$ cat config.mk
export PLATFORM = sky130hd
export DESIGN_NAME = ecc_enc_arbiter
export DESIGN_NICKNAME = d
export VERILOG_FILES = /design/src/rtl/ecc_enc_arbiter_pkg.sv /design/src/rtl/hamming_encoder26.sv /design/src/rtl/ecc_enc_arbiter.sv
export SDC_FILE = /design/constraint.sdc
export NUM_CORES = 1
export LEC_CHECK = 0
export CORE_MARGIN = 10
export CORE_UTILIZATION = 41
export CTS_BUF_LIST = sky130_fd_sc_hd__clkbuf_8
export DETAILED_ROUTE_END_ITERATION = 7
export GPL_ROUTABILITY_DRIVEN = 0
export GPL_TIMING_DRIVEN = 0
export PLACE_DENSITY = 0.87
export REMOVE_ABC_BUFFERS = 1
export SYNTH_ARGS = -nofsm -noshare
export SYNTH_HDL_FRONTEND = slang
export SYNTH_SLANG_ARGS = --single-unit
$ cat constraint.sdc
create_clock -name clk -period 3.1 [get_ports clk]
set_input_delay 0.62 -clock clk [delete_from_list [all_inputs] [get_ports clk]]
set_output_delay 0.62 -clock clk [all_outputs]
set_load 0.01 [all_outputs]
$ cat src/rtl/ecc_enc_arbiter_pkg.sv
// rtl/ecc_enc_arbiter_pkg.sv - shared widths and index-width helper for the ECC encoder arbiter
package ecc_enc_arbiter_pkg;

    localparam int DW_DEF = 26;
    localparam int CW_DEF = 5;

    // Width of a requester index; a single requester still gets one bit.
    function automatic int idx_w(input int n);
        return (n > 1) ? $clog2(n) : 1;
    endfunction

endpackage

$ cat src/rtl/hamming_encoder26.sv
// rtl/hamming_encoder26.sv - Hamming(31,26) check-code generator
//   data : 26-bit payload
//   code : 5-bit check code, bit k = parity over codeword positions with bit k set
module hamming_encoder26
    import ecc_enc_arbiter_pkg::*;
(
    input  logic [DW_DEF-1:0] data,
    output logic [CW_DEF-1:0] code
);

    // Data bits occupy the non-power-of-two codeword positions 3,5,6,7,9,...
    // XOR-ing the position numbers of all set data bits yields every parity
    // bit at once.
    always_comb begin
        logic [4:0] pos;
        code = '0;
        pos  = 5'd3;
        for (int j = 0; j < DW_DEF; j++) begin
            code = code ^ ({5{data[j]}} & pos);
            pos  = pos + 5'd1;
            if ((pos & (pos - 5'd1)) == 5'd0) begin
                pos = pos + 5'd1;
            end
        end
    end

endmodule

$ cat src/rtl/ecc_enc_arbiter.sv
// rtl/ecc_enc_arbiter.sv - round-robin arbiter sharing one Hamming encoder, single-entry output register
//   clk, rst_n          : clock, asynchronous active-low reset
//   en                  : when low, no new grants are issued
//   req_valid/req_data  : per-requester valid and data (requester i at [i*DW +: DW])
//   req_ready           : one-hot accept for the granted requester
//   out_valid/out_ready : output register handshake
//   out_data/out_code   : held word and its check code
//   out_src             : index of the requester that supplied the held word
//   busy                : out_valid or any request pending
module ecc_enc_arbiter
    import ecc_enc_arbiter_pkg::*;
#(
    parameter int NREQ = 4,
    parameter int DW   = DW_DEF,
    parameter int CW   = CW_DEF,
    localparam int IW  = idx_w(NREQ)
) (
    input  logic               clk,
    input  logic               rst_n,
    input  logic               en,
    input  logic [NREQ-1:0]    req_valid,
    input  logic [NREQ*DW-1:0] req_data,
    output logic [NREQ-1:0]    req_ready,
    output logic               out_valid,
    input  logic               out_ready,
    output logic [DW-1:0]      out_data,
    output logic [CW-1:0]      out_code,
    output logic [IW-1:0]      out_src,
    output logic               busy
);

    logic [IW-1:0] ptr;
    logic [IW-1:0] gnt_idx;
    logic          gnt_found;
    logic          can_load;
    logic          xfer;
    logic [DW-1:0] sel_data;
    logic [CW-1:0] sel_code;

    // First valid requester at or after ptr, wrapping past NREQ-1.
    always_comb begin
        gnt_found = 1'b0;
        gnt_idx   = '0;
        for (int k = 0; k < NREQ; k++) begin
            int p;
            p = int'(ptr) + k;
            if (p >= NREQ) begin
                p = p - NREQ;
            end
            if (!gnt_found && req_valid[p]) begin
                gnt_found = 1'b1;
                gnt_idx   = IW'(p);
            end
        end
    end

    assign can_load  = en && (!out_valid || out_ready);
    // rst_n gates the accept so nothing is handshaken while reset is held.
    assign xfer      = rst_n && can_load && gnt_found;
    assign req_ready = xfer ? (NREQ'(1) << gnt_idx) : '0;
    assign busy      = out_valid || (|req_valid);

    assign sel_data = req_data[int'(gnt_idx)*DW +: DW];

    // Encoding happens on the mux output so the registered code always
    // matches the registered data.
    hamming_encoder26 u_enc (
        .data (sel_data),
        .code (sel_code)
    );

    always_ff @(posedge clk or negedge rst_n) begin
        if (!rst_n) begin
            out_valid <= 1'b0;
            out_data  <= '0;
            out_code  <= '0;
            out_src   <= '0;
            ptr       <= '0;
        end else if (xfer) begin
            out_valid <= 1'b1;
            out_data  <= sel_data;
            out_code  <= sel_code;
            out_src   <= gnt_idx;
            ptr       <= (int'(gnt_idx) == NREQ - 1) ? '0 : gnt_idx + IW'(1);
        end else if (out_valid && out_ready) begin
            out_valid <= 1'b0;
        end
    end

endmodule

==> summary.txt, run 1 <==
Placed design
  • Post-DP Area: ~4500 um2
  • PortBufs: 150
  • Final HPWL DP: about 7200 um

Worst hold path
  • Worst min path class: in -> async

Routing
  • DRT Pass-1 Iters: 4
  • Via Count: around 2600
  • Per-cell routed wire length: 18.9 um
  • DRC viols: 0
  • Detail Route Antenna Nets: 0
  • Final wirelength: between 10000 and 15000 um
  • Vias per inst: between 4 and 5
  • DRT iter0 DRCs: 58

Yosys
  • Syn Area/Cell: between 10 and 15 um2
  • Seq/Total Area, Yosys: 0.313
  • Library cells used by synthesis: 33
  • Yosys reg bits: 36
  • Mapped cell area: about 2900 um2
  • Syn. warnings: 0
  • Post-Synthesis Cells: approximately 270

Timing
  • Final Hold Viols: 0
  • Fin crit period: between 3000 and 4000 ps
  • Setup TNS: 0 ps
  • Fin crit share: 0.973
  • Worst slew pin tran: approximately 850 ps
  • RSZ-0062 raised after global routing: true
  • Final Max Tran Viols: 0
  • # setup viols final: 0
  • Max Clk Rate: approximately 330 MHz
  • Fin Hold WS: roughly 430 ps
  • Layout Skew: roughly 2.0 ps
  • Max_slew headroom: 0.433

Critical path
  • Worst path slowest cell: xnor3_1
  • Worst-path cell chain: dlygate4sd2_1 -> nor2b_4 -> nor3_4 -> a21oi_4 -> buf_4 -> nor2_4 -> mux2_2 -> xnor2_2 -> xnor3_1 -> xor3_1 -> o21ai_1
  • WP data required: ~3300 ps
  • Worst path bufs/invs: 2
  • Crit Path Class: in -> reg
  • CP startpoint kind: primary input
  • Critical Path End Type: flop
  • CP max stage delay: ~460 ps
  • Worst Path Arrival: 3220 ps
  • Crit Path Max Fanout: 4
  • CP top delay family: XOR/XNOR gates

Clock tree
  • CTS buffer count: 5
  • CTS Sinks: 36
  • Cts hold-fix bufs: 0
  • CTS tree: yes
  • Deepest clock path buffer count: 2
  • Clk root buf: clkbuf_8
  • CTS clk-pin slew, worst paths: about 70 ps
  • Clk_lat worst skew: around 280 ps
  • # H-tree levels: 2

Finish
  • Antenna diode count: 0
  • Area Overhead vs Synth: 75.1%
  • Share of post-route cells with drive strength above 1: 0.210
  • Commonest non-fill, non-tap cell in the layout: clkdlybuf4s50_1
  • Most frequent cells in the layout: clkdlybuf4s50_1 (141), mux2i_1 (51), dfrtp_1 (36)
  • Final nets: roughly 560
  • Layout fillers: around 530
  • Design Area, Final: 5050 um2

GRT
  • Grt peak-use layer: met2
  • M2 GR Usage: 0.333
  • Met3 Use GR: 0.0527
  • Grt met1 use: 0.201
  • First-pass GRT wire length: 15600 um
  • Grt ovf: 0
  • Largest net degree at the start of global routing: 39
  • Antenna violations before repair: 0
  • Vias in the first global route: a little under 3000
  • GRT Overall Usage: 0.181

Power and ir drop
  • Sw power: about 0.0018 W
  • Power, Total: 0.00532 W
  • Reg power frac: 0.148
  • Max VDD drop: about 0.65 mV
  • Clk pwr share: 0.056
  • Design internal power: 0.00351 W
  • Combinational power share: 0.796
  • Switching fraction of total power: 0.340
  • Pwr Density: around 1100 nW/um2
  • Leakage power: approximately 2.3 nW

Floorplan
  • Die span in x: a little over 100 um
  • CORE AREA: ~7000 um2
  • Die area: 10800 um2
  • I/O Pins: about 150
  • Num rows: 30
  • Die Ht: 104 um
  • Initial Utilization: 0.422

Run
  • Max Cap Violations: 0

Run status
  • Status: complete, no violations
stage by stage:
| step | std cells | utilization | worst slack, ps |
|---|---|---|---|
| after floorplan | 252 | - | -1790 |
| after detailed placement | 502 | 0.653 | -826 |
| after global placement | 498 | 0.642 | -3490 |
| final | 534 | 0.739 | 83.7 |
| after CTS | 527 | 0.721 | 0.655 |
| after global routing | 534 | 0.739 | -28.0 |
power groups by stage:
stage / clock, W / combinational [W] / sequential (W)
CTS: 0.000305 / 0.00401 / 0.000787
global placement: 0 / 0.00341 / 0.000769
detailed placement: 0 / 0.00347 / 0.000784
floorplan: 0 / 0.00248 / 0.000856
finish: 0.000297 / 0.00423 / 0.000789
global route: 0.000320 / 0.00450 / 0.000809
metal layers:
layer,wire [um],vias up
li1,-,1278
met1,4050,1216
met2,5380,93
met3,602,6
met4,49,0
met5,0,-
sequential cells by signal (all words and copies together), names as in the netlist:
register   count
ptr            2
out_valid      1
out_code       5
out_src        2
out_data      26
what timing repair did:
| item | CTS | global route |
|---|---|---|
| gates resized for setup | 38 | 18 |
| gates cloned | 6 | 0 |
| buffers inserted | 14 | 7 |
| pin swaps | 12 | 11 |
| endpoints found under the setup margin | 9 | 5 |
kinds of logic after synthesis:
logic type / after synthesis / synth area share
DFF: 36 / 0.312
AOI/OAI and AO/OA: 37 / 0.0707
adders and majority gates: 4 / 0.0174
xor gates and xnor gates: 36 / 0.170
and+or+nand+nor: 50 / 0.0781
muxes: 81 / 0.299
buffers and inverters: 23 / 0.0525
path summary, 6_finish.rpt:
kind	slack, ps	depth (start not counted)	end	start
max	80	11	out_code[0]$_DFFE_PN0P_	req_valid[2]
min	430	1	out_data[20]$_DFFE_PN0P_	rst_n
max reg2reg	230	11	out_code[3]$_DFFE_PN0P_	ptr[0]$_DFFE_PN0P_
min reg2reg	480	2	out_data[0]$_DFFE_PN0P_	out_data[0]$_DFFE_PN0P_
max in group asynchronous	2120	1	out_code[2]$_DFFE_PN0P_	rst_n
min in group clk	480	2	out_data[0]$_DFFE_PN0P_	out_data[0]$_DFFE_PN0P_
Yosys cell counts:
cell type	instances	area [um2]
a211oi_1	1	7.51
o21ai_1	5	25.0
nor2_1	7	26.3
a21o_1	1	7.51
nor3_1	1	5.00
nand2b_1	1	6.26
clkbuf_1	7	26.3
a21oi_2	1	8.76
buf_4	1	7.51
nor2b_1	2	12.5
buf_12	1	20.0
inv_1	8	30.0
xnor3_1	10	225
xor2_1	4	35.0
xnor2_1	19	166
a2bb2oi_2	1	15.0
o21ai_0	27	135
dfrtp_1	36	901
mux2i_1	53	531
mux2_4	1	15.0
buf_6	6	67.6
nor2_2	1	6.26
mux2_2	26	293
nand4_1	1	6.26
mux2i_4	1	22.5
a21oi_1	1	5.00
or2_2	1	6.26
xor3_1	2	47.6
nor2_8	1	20.0
ha_1	4	50.1
nand2_1	34	128
xnor2_2	1	16.3
nor2b_2	1	8.76
cell type report:
cell class	count	area, um2	area share
well taps	96	120	0.0238
clock buffers	5	68.8	0.0136
inverters	8	30.0	0.00595
repair buffers	178	1850	0.367
multi-input cells	211	2070	0.411
flip-flops and latches	36	901	0.178
(Power assumes the default switching activity.)
==> inputs of run 2 (changes only) <==
Settings changed: SETUP_SLACK_MARGIN set to 0.2.
==> run 2 against run 1 <==
Against the previous run: die area is the same; final cell count grew 2.8%; non-clock buffer count grew 15; sequential cell count is the same; critical path type unchanged; first-iteration DRC count shrank 8.6%.
==> summary.txt, run 2 (synthesized netlist as in run 1, its figures left out) <==
Run status
  • Status: complete, no violations

Timing
  • Max Clk Rate: 337 MHz
  • Max_slew headroom: 0.651
  • Worst slew pin tran: 523 ps
  • Final Max Tran Viols: 0
  • Final Hold Viols: 0
  • Fin crit period: approximately 3000 ps
  • Layout Skew: 4.82 ps
  • # setup viols final: 0
  • RSZ-0062 raised after global routing: true
  • Fin crit share: 0.957
  • Final setup margin: ~130 ps

Power and ir drop
  • Pwr Density: between 1000 and 1500 nW/um2
  • Power, Total: 0.00560 W
  • Sw power: a little under 0.002 W
  • Combinational power share: 0.805
  • Leakage power: 2.40 nW
  • Design internal power: 0.00365 W
  • Reg power frac: 0.142
  • Clk pwr share: 0.054
  • Switching fraction of total power: 0.348
  • Max VDD drop: roughly 0.59 mV

Floorplan
  • Die span in x: a little over 100 um
  • Die Ht: between 100 and 150 um
  • CORE AREA: 6830 um2
  • Die area: about 11000 um2
  • I/O Pins: ~150
  • Num rows: 30
  • Initial Utilization: 0.422

Routing
  • WL met3: about 600 um
  • Highest routed layer: met4
  • Per-cell routed wire length: approximately 20 um
  • DRT Pass-1 Iters: 5
  • Final wirelength: ~11000 um
  • Met1 WL: 4380 um
  • Detail Route Antenna Nets: 0
  • DRT iter0 DRCs: 53
  • Vias per inst: between 4 and 5
  • Via Count: around 2700
  • DRC viols: 0
  • Met2 WL: about 6000 um

Clock tree
  • CTS tree: yes
  • Cts hold-fix bufs: 0
  • Clk root buf: clkbuf_8
  • Clk_lat worst skew: 280 ps
  • # H-tree levels: 2
  • Deepest clock path buffer count: 2
  • CTS clk-pin slew, worst paths: ~70 ps
  • CTS Sinks: 36
  • CTS buffer count: 5

GRT
  • Grt ovf: 0
  • Largest net degree at the start of global routing: 39
  • First-pass GRT wire length: between 15000 and 20000 um
  • GRT Overall Usage: 0.190
  • Vias in the first global route: between 3000 and 4000
  • Antenna violations before repair: 0

Finish
  • Design Area, Final: approximately 5200 um2
  • Antenna diode count: 0
  • Commonest non-fill, non-tap cell in the layout: clkdlybuf4s50_1
  • Most frequent cells in the layout: clkdlybuf4s50_1 (141), mux2i_1 (50), dfrtp_1 (34)
  • Area Overhead vs Synth: 81.0%
  • Final nets: approximately 570
  • Reg with most FFs: out_data
  • Regs by FF count: out_data x26, out_code x5
  • Flip-flop count of the largest register after layout: 26
  • Share of post-route cells with drive strength above 1: 0.258
  • Final cell count without fillers: approximately 550

Placed design
  • PortBufs: 150
  • Dpl ws: -826 ps
  • Post-DP Area: approximately 4500 um2
  • Inst Count DP: roughly 500
  • Final HPWL DP: about 7000 um

Critical path
  • CP startpoint kind: primary input
  • WP data required: 3310 ps
  • Worst Setup SP: req_valid[0]
  • Worst Path Arrival: 3170 ps
  • Crit Path Class: in -> reg
  • Crit Path Max Fanout: 7
  • Critical Path End Type: flop
  • Reg-to-Reg Start: ptr[0]$_DFFE_PN0P_

Worst hold path
  • Worst min path class: in -> async

Run
  • Max Cap Violations: 0
[run 2: cell count changes in the layout (fill, tap and decap cells not counted), sizes merged]
| cell | before | now |
|---|---|---|
| buf | 27 | 47 |
| bufbuf | 2 | 0 |
| clkbuf | 7 | 6 |
| clkdlybuf4s15 | 1 | 0 |
| dlygate4sd2 | 5 | 4 |
[run 2: layout make-up]
cell class	instances	area, um2
multi-input cells	211	2110
repair buffers	193	1980
flip-flops and latches	36	903
inverters	8	30.0
clock buffers	5	68.8
well taps	96	120
fillers	492	1610
[run 2: critical path: stages]
cell	delay, ps
buf_8	100
nor2b_4	130
nor2_4	120
a2bb2oi_4	170
buf_6	120
buf_12	130
buf_16	130
buf_4	110
mux2i_1	200
mux2_4	210
xor3_2	480
buf_4	160
xnor3_1	360
o21ai_1	130
[run 2: power by group through the flow]
stage               clock network, W  logic [W]  registers (W)
floorplan                          0    0.00248       0.000856
global placement                   0    0.00341       0.000769
detailed placement                 0    0.00347       0.000784
CTS                         0.000305    0.00428       0.000784
global route                0.000323    0.00475       0.000813
finish                      0.000301    0.00450       0.000793
[run 2: stage by stage]
stage	hold WS [ps]	setup TNS [ps]	utilization
3_3_place_gp	461	-107710	0.642
5_1_grt	357	0	0.764
3_5_place_dp	470	-6180	0.653
2_1_floorplan	324	-33870	-
6_report	330	0	0.764
4_1_cts	465	0	0.742
[run 2: metal layers]
metal	track usage	up-vias
li1	-	1301
met1	0.209	1303
met2	0.357	93
met3	0.0545	6
met4	0.0318	0
met5	0	-
[run 2: worst paths after layout]
| path | cells past startpoint | end | slack, ps |
|---|---|---|---|
| setup / recovery | 14 | out_code[1]$_DFFE_PN0P_ | 130 |
| hold / removal | 1 | out_data[18]$_DFFE_PN0P_ | 330 |
| setup reg to reg | 13 | out_code[1]$_DFFE_PN0P_ | 140 |
| hold reg to reg | 2 | out_data[0]$_DFFE_PN0P_ | 480 |
| max in group asynchronous | 1 | ptr[1]$_DFFE_PN0P_ | 2370 |
| min in group clk | 2 | out_data[0]$_DFFE_PN0P_ | 480 |
[run 2: what timing repair did]
action | CTS | global route
gates resized for setup | 61 | 24
pin swaps | 28 | 13
setup endpoints to repair | 10 | 9
buffers inserted | 29 | 7
gates cloned | 6 | 0
==> edit 1, RTL diff (flow settings as in run 1) <==
Reset style: synchronous (`rst_n`), changed in one clocked block. Comments in the files are not updated.
--- a/src/rtl/ecc_enc_arbiter.sv
+++ b/src/rtl/ecc_enc_arbiter.sv
@@ -71,3 +71,3 @@
 
-    always_ff @(posedge clk or negedge rst_n) begin
+    always_ff @(posedge clk) begin
         if (!rst_n) begin
Check against the original RTL: differs if rst_n is asserted again (counterexample within 4 cycles, from zero or initial values and one cycle with rst_n low); with rst_n held inactive, the same outputs for 4 cycles.
==> edit 1 against run 1 <==
The flow now finishes with violations (negative setup slack). Setup slack worse by 0.12 ns. Synthesized cell count grew 27%. Area after synthesis increased by 5.7%. Core utilization fell by 0.62 points. Register-to-register slack got worse by 0.20 ns. Highest routed layer unchanged. Wire length up 23%. Sequential cell count stayed put. Critical endpoint is now out_code[0]. Cell area up 5.3%.
Power is not compared: it rests on default switching activity, and its combinational part moved more than twofold at a synthesized area within 25%.
==> edit 1: results (changes against run 1) <==
- Initial DRC Count: 137 (+140%)
- XOR/XNOR share of the synthesized area: 16.8% (-0.22 points)
- All-layer global routing usage: 19.5% (+1.4 points)
- Hpwl dp: 8080 um (+12%)
- Vias in the first global route: 3231 (+11%)
- Met1 Use GR: 22.1% (+2.0 points)
- Async set-reset flop share out of synthesis: 0% (-100 points)
- Post-layout nets: 635 (+14%)
- Global Route met2 Usage: 34.8% (+1.5 points)
- Setup tns final: -0.0762 ns (-0.0762 ns)
- First-pass GRT wire length: 17600 um (+12%)
- Ys flop type: dfxtp_1
- Grt met3 use: 4.65% (-0.62 points)
- 1st-pass router iterations: 6 (+2)
- Largest cells by area after synthesis: dfxtp_1 (24%), mux2i_1 (11%), xnor3_1 (10%)
- Final hold slack: 0.472 ns (+0.0375 ns)
- CP Max Fanout: 6 (+2)
- Compound-Gate Fraction of Synth Area: 15.5% (+8.4 points)
- Worst flop-to-flop path endpoint: out_code[0]
- Status: finished with violations
- Slew at the pin with the worst max-slew slack: 0.846 ns (-0.00436 ns)
- Violated checks: negative setup slack
- Met2 WL: 6650 um (+24%)
- Final setup vio count: 3 (+3)
- Placed Cells: 564 (+12%)
- M1 wire length: 4880 um (+20%)
- Layout cells sized above 1: 22.9% (+1.9 points)
- Antenna violations before repair: 0 (unchanged)
- Register-to-Register Setup Slack: 0.03 ns (-0.20 ns)
- DP Area: 4530 um^2 (+1.6%)
- Post-synth top cells: nand2_1 (57), dfxtp_1 (36), mux2i_1 (32)
- Met3 WL: 626 um (+4.0%)
- Mapped Cells: 338 (+27%)
- Setup WS post-layout: -0.0375 ns (-0.121 ns)
- Max reg flops: 26 (unchanged)
- Pwr per Cell Area: 474 nW/um^2
- VDD IR-drop max: 0.000379 V
- CTS resizes: 67 (+76%)
- I/O Buffers: 150 (unchanged)
- Post-synthesis adder-cell area fraction: 1.64% (-0.094 points)
- Setup WS pre-CTS: -1.64 ns (-0.816 ns)
- Pin count of the biggest net entering global routing: 55 (+41%)
- Clock Skew: 0.00468 ns (+0.00265 ns)
- Drt total wl: 12400 um (+23%)
- DR vias/cell: 5.20 (+7.0%)
- Yosys cell types: 52 (+58%)
- Hold Crit Class: reg2reg
- Sequential fraction of the synthesis area: 23.6% (-7.6 points)
- RR Startpoint: ptr[1]
-- edit 1: how the worst max path moves through the flow --
stage | start | to | cells after the start
final | req_valid[0] | out_code[0] | 13
after global routing | req_valid[0] | out_code[4] | 13
after CTS | req_valid[0] | out_code[4] | 12
after detailed placement | req_valid[0] | out_code[2] | 11
after global placement | rst_n | req_ready[3] | 5
after floorplan | req_valid[2] | out_code[1] | 10
-- edit 1: critical path, cell delays in order --
cell	delay, ns
buf_8	0.10
nor2b_4	0.12
or4_4	0.53
buf_6	0.15
nand2_8	0.10
buf_12	0.13
inv_12	0.05
mux2i_1	0.11
mux2_4	0.30
xnor2_2	0.19
xnor3_1	0.46
xnor3_1	0.34
o21ai_1	0.13
-- edit 1: area by class of cell --
type | instances | area [um^2]
timing repair inverter | 6 | 85.1
sequential | 36 | 723
fill | 523 | 1940
multi-input combinational | 275 | 2360
clock inverter | 2 | 7.51
clock buffer | 6 | 82.6
tap | 99 | 124
timing repair buffer | 192 | 1900
inverter | 3 | 31.3
==> edit 2, RTL diff (config.mk and constraints of run 1) <==
Made on the original files. Set the parameter `NREQ` to 3 (it was 4).
--- a/src/rtl/ecc_enc_arbiter.sv
+++ b/src/rtl/ecc_enc_arbiter.sv
@@ -12,3 +12,3 @@
 #(
-    parameter int NREQ = 4,
+    parameter int NREQ = 3,
     parameter int DW   = DW_DEF,
Ports: changed (resized req_data, req_ready and req_valid); port bits go from 151 to 123. No check against the original RTL was run, so the function may have changed too.
==> edit 2 against run 1 <==
The run now ends with negative setup slack left. Wire length rose by 6.5%. Non-clock buffer count shrank 2. Synthesized cell count grew 0.37%. Sequential cell count unchanged. Critical path depth rose by 1. Final cell count is 3.7% lower. Sequential share of layout area is 0.40 points higher. Setup slack got worse by 0.42 ns. Area after synthesis shrank 6.0%. Cell area fell by 2.0%. Total power is 48% higher. Register-to-register slack got worse by 0.56 ns. Critical path type unchanged.
==> edit 2: results (changes against run 1) <==
- Status: finished with violations
- Violated checks: negative setup slack
- Async set-reset flop share out of synthesis: 100% (unchanged)
- Gr ovfl total: 0 (unchanged)
- I/O Buffers: 122 (-19%)
- Hpwl dp: 6910 um (-3.9%)
- R2R depth: 13 (+2)
- P_leak: 2.18 nW (-5.5%)
- All-layer global routing usage: 20.0% (+1.9 points)
- VDD IR-drop max: 0.00177 V (+170%)
- Fillers: 391 (-27%)
- DR vias/cell: 5.46 (+12%)
- First-pass GRT wire length: 16300 um (+4.2%)
- Post-layout nets: 526 (-5.4%)
- Worst path max stage delay: 0.38 ns (-0.08 ns)
- Vias in the first global route: 3048 (+5.0%)
- CP Max Fanout: 6 (+2)
- Initial DRC Count: 146 (+150%)
- DP Area: 3990 um^2 (-10%)
- Final setup vio count: 8 (+8)
- Setup WS pre-CTS: -1.90 ns (-1.08 ns)
- Warnings, synthesis: 0 (unchanged)
- Post-synth top cells: nand2_1 (40), dfrtp_1 (36), o21ai_0 (22)
- Largest cells by area after synthesis: dfrtp_1 (33%), xnor3_1 (11%), mux2_2 (6.6%)
- Slew at the pin with the worst max-slew slack: 0.903 ns (+0.0532 ns)
- Clock Skew: 0.00868 ns (+0.00665 ns)
- Antenna violations before repair: 0 (unchanged)
- Layout cells sized above 1: 33.0% (+12 points)
- Yosys cell types: 46 (+39%)
- H-tree levels: 2 (unchanged)
- Setup WS post-layout: -0.337 ns (-0.421 ns)
- RR Startpoint: ptr[1]
- Sequential fraction of the synthesis area: 33.2% (+2.0 points)
- Register-to-Register Setup Slack: -0.33 ns (-0.56 ns)
- Crit path arrival time: 3.61 ns (+0.39 ns)
- Drt total wl: 10700 um (+6.5%)
- Switching Fraction: 37.2% (+3.2 points)
- Crit path to: out_code[4]
==> edit 2: final cells by class <==
cell class,instances,share of cell area [%]
multi-input cells,214,43.1
repair buffers,176,34.5
flip-flops and latches,36,18.2
clock buffers,7,1.95
well taps,77,1.95
inverters,4,0.304
==> edit 2: power by group through the flow <==
stage | clock network, W | registers (W) | logic [W]
finish | 0.000368 | 0.000827 | 0.00668
global route | 0.000394 | 0.000855 | 0.00704
CTS | 0.000381 | 0.000824 | 0.00622
detailed placement | 0 | 0.000830 | 0.00487
global placement | 0 | 0.000814 | 0.00470
floorplan | 0 | 0.000921 | 0.00349
==> edit 2: worst min path at each step <==
stage	from	end	slack (ns)
after floorplan	rst_n	out_code[0]	0.32
after global placement	out_src[0]	out_src[0]	0.46
after detailed placement	out_src[0]	out_src[0]	0.47
after CTS	rst_n	out_src[0]	0.47
after global routing	rst_n	out_src[0]	0.51
final	rst_n	out_data[6]	0.46
==> edit 2: cells by family after synthesis <==
group	after synthesis	synth area share (%)
xor+xnor	33	18.1
compound gates	71	17.0
fa+ha+maj	4	1.85
buf+inv	21	3.74
flops	36	33.2
simple gates	65	11.0
mux	38	15.1
==> edit 2: what timing repair did <==
action / in CTS / in global routing
hold buffers: 0 / 0
setup endpoints to repair: 38 / 8
gates resized for setup: 87 / 22
gates cloned: 3 / 0
setup buffers: 38 / 13
pin swaps: 35 / 16
==> edit 2: routing by layer <==
layer | up-vias | part of all wire, % | global-route usage (%)
met5 | - | 0 | 0
met2 | 110 | 52 | 35.4
met3 | 18 | 8.8 | 6.60
met1 | 1372 | 37 | 22.1
met4 | 0 | 2.0 | 6.11
li1 | 1307 | - | -
==> edit 2: through the flow <==
step | std cells | setup TNS, ns | utilization (%)
4_1_cts | 501 | -1.27 | 74.3
6_report | 514 | -1.68 | 77.4
3_3_place_gp | 450 | -100.21 | 61.7
2_1_floorplan | 251 | -12.78 | -
3_5_place_dp | 453 | -27.46 | 62.5
5_1_grt | 514 | -2.45 | 77.4
